## src/rtl/uart_rx.sv

```systemverilog
// Memory-mapped 8N1 UART receiver: rx synchroniser, bit-level FSM, small receive
// FIFO and a three-register bus responder (RXDATA, STATUS, CTRL).
module uart_rx #(
  parameter int CLKS_PER_BIT = 104,
  parameter int FIFO_DEPTH   = 4
) (
  input  logic        clk,
  input  logic        reset,
  input  logic        rx,
  input  logic        ce,
  input  logic        memwrite,
  input  logic [3:0]  addr,
  input  logic [31:0] datain,
  output logic [31:0] dataout,
  output logic        valid,
  output logic        busy,
  output logic        intr_rx
);
  localparam int CW = $clog2(CLKS_PER_BIT);
  localparam int AW = $clog2(FIFO_DEPTH);
  localparam logic [CW-1:0] HALF_M1 = CW'(CLKS_PER_BIT / 2 - 1);
  localparam logic [CW-1:0] FULL_M1 = CW'(CLKS_PER_BIT - 1);

  typedef enum logic [2:0] {IDLE, START, DATA, STOP, WAIT} state_t;

  state_t        state;
  logic [CW-1:0] cnt;
  logic [2:0]    idx;
  logic [7:0]    shift;
  logic          rx_meta, rxs;
  logic          push, fe_set;

  logic [AW:0]   wptr, rptr;
  logic [7:0]    mem [FIFO_DEPTH];
  logic          empty, full, rd, wr, pop, do_push, ovr_set;
  logic          frame_err, overrun, rx_ie;
  logic [1:0]    sel;
  logic          unused;

  assign unused = ^{addr[1:0], datain[31:4], datain[1]};
  assign busy   = 1'b0;

  always_ff @(posedge clk) begin
    if (reset) begin
      rx_meta <= 1'b1;
      rxs     <= 1'b1;
    end else begin
      rx_meta <= rx;
      rxs     <= rx_meta;
    end
  end

  // push/fe_set are one-cycle pulses, applied to the FIFO and flags on the next edge.
  always_ff @(posedge clk) begin
    if (reset) begin
      state  <= IDLE;
      cnt    <= '0;
      idx    <= '0;
      shift  <= '0;
      push   <= 1'b0;
      fe_set <= 1'b0;
    end else begin
      push   <= 1'b0;
      fe_set <= 1'b0;
      case (state)
        IDLE: begin
          cnt <= '0;
          if (!rxs) state <= START;
        end
        START: begin
          if (cnt == HALF_M1) begin
            cnt   <= '0;
            idx   <= '0;
            state <= rxs ? IDLE : DATA;
          end else begin
            cnt <= cnt + CW'(1);
          end
        end
        DATA: begin
          if (cnt == FULL_M1) begin
            cnt        <= '0;
            shift[idx] <= rxs;
            idx        <= idx + 3'd1;
            if (idx == 3'd7) state <= STOP;
          end else begin
            cnt <= cnt + CW'(1);
          end
        end
        STOP: begin
          if (cnt == FULL_M1) begin
            cnt <= '0;
            if (rxs) begin
              push  <= 1'b1;
              state <= IDLE;
            end else begin
              fe_set <= 1'b1;
              state  <= WAIT;
            end
          end else begin
            cnt <= cnt + CW'(1);
          end
        end
        WAIT: begin
          cnt <= '0;
          if (rxs) state <= IDLE;
        end
        default: state <= IDLE;
      endcase
    end
  end

  assign sel     = addr[3:2];
  assign rd      = ce & ~memwrite;
  assign wr      = ce & memwrite;
  assign empty   = (wptr == rptr);
  assign full    = (wptr[AW-1:0] == rptr[AW-1:0]) && (wptr[AW] != rptr[AW]);
  assign pop     = rd && (sel == 2'd0) && !empty;
  // A pop in the same cycle frees the slot, so a push into a full FIFO still lands.
  assign do_push = push && (!full || pop);
  assign ovr_set = push && full && !pop;
  assign intr_rx = rx_ie & (~empty | frame_err | overrun);

  always_ff @(posedge clk) begin
    if (do_push) mem[wptr[AW-1:0]] <= shift;
  end

  always_ff @(posedge clk) begin
    if (reset) begin
      wptr      <= '0;
      rptr      <= '0;
      frame_err <= 1'b0;
      overrun   <= 1'b0;
      rx_ie     <= 1'b0;
      dataout   <= '0;
      valid     <= 1'b0;
    end else begin
      valid <= ce;
      if (pop)     rptr <= rptr + (AW+1)'(1);
      if (do_push) wptr <= wptr + (AW+1)'(1);
      frame_err <= fe_set  | (frame_err & ~(wr && sel == 2'd1 && datain[2]));
      overrun   <= ovr_set | (overrun   & ~(wr && sel == 2'd1 && datain[3]));
      if (wr && sel == 2'd2) rx_ie <= datain[0];
      if (rd) begin
        case (sel)
          2'd0:    dataout <= empty ? 32'h100 : {24'b0, mem[rptr[AW-1:0]]};
          2'd1:    dataout <= {28'b0, overrun, frame_err, full, ~empty};
          2'd2:    dataout <= {31'b0, rx_ie};
          default: dataout <= '0;
        endcase
      end
    end
  end
endmodule
```

## config.mk

```make
export PLATFORM = sky130hd
export DESIGN_NAME = uart_rx
export DESIGN_NICKNAME = d
export VERILOG_FILES = /design/src/rtl/uart_rx.sv
export SDC_FILE = /design/constraint.sdc
export NUM_CORES = 1
export LEC_CHECK = 0
export CORE_UTILIZATION = 38
export CTS_CLUSTER_SIZE = 24
export DETAILED_ROUTE_END_ITERATION = 6
export SYNTH_ARGS = -nofsm -noshare
export SYNTH_HDL_FRONTEND = slang
export SYNTH_SLANG_ARGS = --single-unit
```

## constraint.sdc

```tcl
create_clock -name clk -period 1.5 [get_ports clk]
set_input_delay 0.225 -clock clk [delete_from_list [all_inputs] [get_ports clk]]
set_output_delay 0.225 -clock clk [all_outputs]
set_load 0.1 [all_outputs]
```

==> results.sh <==
export IMPL_synth_area_sq_um=3555
export IMPL_crit_type="reg -> out"
export IMPL_clkLatencyLatePin_ns=0.36
export IMPL_htree_num_levels=3
export IMPL_grt_pass1_wl_mm=11.66
export IMPL_comb_power_share_pct=13.6
export IMPL_drtIter0Drc=76
export IMPL_dr_max_layer_used="met4"
export IMPL_p_sw_share_pct=30.48
export IMPL_cp_slowest_stage_delay_ns=0.37
export IMPL_path_clk_slew_ns=0.09
export IMPL_synthArstFlopShare_pct=0
export IMPL_die_area_sq_um=9745
export IMPL_numPortBuffers=20
export IMPL_total_power_w=0.004316
export IMPL_worstRegToRegCells=3
export IMPL_clock_sinks=78
export IMPL_intPower_w=0.003001
export IMPL_first_pass_iters=4
export IMPL_area_growth_synth_to_final_pct=30.38
export IMPL_endpoint_kind="output port"
export IMPL_ys_types=57
export IMPL_grt_max_degree=21
export IMPL_path_max_fanout=3
export IMPL_cap_viol_max_count=0
export IMPL_cts_root_buf="clkbuf_8"
export IMPL_drive_above_1_share_pct=33.59
export IMPL_io_pins=76
export IMPL_powerDensity_nw_per_um2=931.4
export IMPL_grt_pass1_vias=2400
export IMPL_startpoint_type="flop"
export IMPL_place_gp_congestion=0.7905
export IMPL_coreArea_sq_um=8891
export IMPL_route_met2_wl_mm=3.436
export IMPL_required_ns=1.27
export IMPL_die_x_microns=98.72
export IMPL_min_period_over_period_pct=107.6
export IMPL_wl_met3_microns=240
export IMPL_avgSynthCellArea_sq_um=11.32
export IMPL_slew_violations=0
export IMPL_ys_ff_latch=78
export IMPL_synth_edff_count=32
export IMPL_worstSetupStartpoint="rptr[0]"
export IMPL_p_leak_nw=1.815
export IMPL_violations="negative setup slack"
export IMPL_ys_seq_area_share_pct=52.94
export IMPL_hold_viol=0
export IMPL_crit_path_top_delay_cell="dfxtp_4"
export IMPL_vias_per_cell=4.960
export IMPL_dieHeight_microns=98.72
export IMPL_wl_per_cell_microns=14.26
export IMPL_hold_depth=3
export IMPL_post_dp_hpwl_mm=5.012
export IMPL_initial_core_util_pct=39.98
export IMPL_met1Wirelength_mm=3.299
export IMPL_setup_slack_ns=-0.1142
export IMPL_vias=2455
export IMPL_antenna_found_initial=0
export IMPL_layout_nets=431
export IMPL_pwr_share_clk_pct=34.4
export IMPL_cts_buffer_depth=2
export IMPL_period_minus_slack_ns=1.614
export IMPL_ys_warnings_count=0
export IMPL_antenna_cells=0
export IMPL_hp_start="ce"
export IMPL_pre_cts_ws_ns=-0.6288
export IMPL_r2r_start="rptr[0]"
export IMPL_worstPathCellList="xnor2_2 -> and3_4 -> a21boi_4 -> buf_12"
export IMPL_rows=34
export IMPL_drcViolationCount=0
export IMPL_wl_mm=7.059
export IMPL_tritoncts="yes"
export IMPL_ys_flop_type="dfxtp_1"
export IMPL_worstPathArrival_ns=1.39
export IMPL_hold_buffers=0
export IMPL_fin_skew_ns=0.02000
export IMPL_grt_overflow=0
export IMPL_timing_fmax_mhz=619.5
export IMPL_power_frac_seq_pct=52.1
export IMPL_min_path_type="in -> reg"
export IMPL_final_setup_viol_count=31
export IMPL_rsz0062_at_grt="yes"
export IMPL_ant_nets=0
export IMPL_cts_buffers=9
export IMPL_ir_drop_v=0.0005340
export IMPL_fin_tns_setup_ns=-0.4983
export IMPL_track_usage_pct=15.61
export IMPL_power_switching_w=0.001316
export IMPL_status="finished, violations left"
export IMPL_synth_cells=314
## flip-flops by register name (all words and copies together), names as in the netlist, 3 cells and up, named ones only
signal   cells
rptr         3
wptr         3
dataout      9
mem         32
idx          3
shift        8
state        3
cnt          7
## power by group through the flow
stage          Combinational, W  Clock, W  Sequential (W)
3_3_place_gp           0.000530         0         0.00230
4_1_cts                0.000565   0.00154         0.00225
3_5_place_dp           0.000535         0         0.00229
6_report               0.000585   0.00148         0.00225
2_1_floorplan          0.000454         0         0.00230
5_1_grt                0.000622   0.00163         0.00225
## Yosys cell counts (6+ instances only)
library cell,count,share of area (%)
nor2_1,29,3.1
mux4_2,8,5.1
edfxtp_1,32,27
a22oi_1,8,1.7
nand2_1,29,3.1
buf_4,25,5.3
nor2b_1,7,1.2
nand4_1,8,1.4
mux2i_1,16,4.5
ha_1,8,2.8
xnor2_1,7,1.7
dfxtp_1,46,26
a21oi_1,10,1.4
nand3_1,6,0.84
clkbuf_1,7,0.74
## layout by cell type, fill, tap and decap left out, types with 5 or more instances in the layout
cell             synthesis  final
a21oi_1                 10      9
a22oi_1                  8      8
buf_12                   0     12
buf_4                   25     42
buf_6                    1      7
clkbuf_8                 0      9
clkdlybuf4s50_1          0      5
conb_1                   1     24
dfxtp_1                 46     34
dfxtp_2                  0     11
edfxtp_1                32     32
ha_1                     8      5
mux2i_1                 16     16
mux4_2                   8      8
nand2_1                 29     29
nand3_1                  6      6
nand4_1                  8      8
nor2_1                  29     27
nor2b_1                  7      7
nor3_1                   5      5
xor2_1                   5      5
## worst paths after layout
check	endpoint	slack [ns]
min	valid	0.29
min reg2reg	rxs	0.43
max reg2reg	mem[0][2]	-0.04
max	intr_rx	-0.11
## routing by layer
layer  track usage (%)  vias up
met4             5.396        0
met3             4.326        9
met1             19.90     1169
li1                  -     1224
met5                 0        -
met2             25.62       53
## cell families after synthesis
logic type / after synthesis / synth area share (%)
DFF: 78 / 52.94
muxes: 24 / 9.574
other: 1 / 0.1055
xor gates and xnor gates: 12 / 2.957
and+or+nand+nor: 112 / 16.37
AOI/OAI and AO/OA: 38 / 7.955
buffers and inverters: 41 / 7.286
adders and majority gates: 8 / 2.816
## per-stage QoR
stage | hold slack [ns] | util, % | std cells | cell area (sq um)
floorplan | 0.3288 | - | 337 | 3692
global placement | 0.3973 | 47.44 | 470 | 4218
detailed placement | 0.3952 | 47.44 | 470 | 4218
CTS | 0.4204 | 51.18 | 491 | 4551
global route | 0.3210 | 52.13 | 495 | 4634
finish | 0.2939 | 52.13 | 495 | 4634
## critical path, delay by kind of cell, from the launching register on
kind	cells	cell delay [ns]
XOR/XNOR	1	0.19
flip-flops	1	0.37
AND/OR/NAND/NOR	1	0.24
buffers and inverters	1	0.17
AO/OA/AOI/OAI	1	0.06
## what timing repair did
action                     4_1_cts  5_1_grt
buffers inserted                 5        4
pin swaps                       10       11
gates resized for setup         29       15
setup endpoints to repair       57       61
## final cells by class
cell class	instances	area, sq um
clock buffer	9	123.9
inverter	5	18.77
fill	769	4257
tap	108	135.1
clock inverter	7	61.31
sequential	78	1899
timing repair buffer	70	723.2
multi-input combinational	218	1673
No activity file was read; power rests on OpenSTA's default activity.
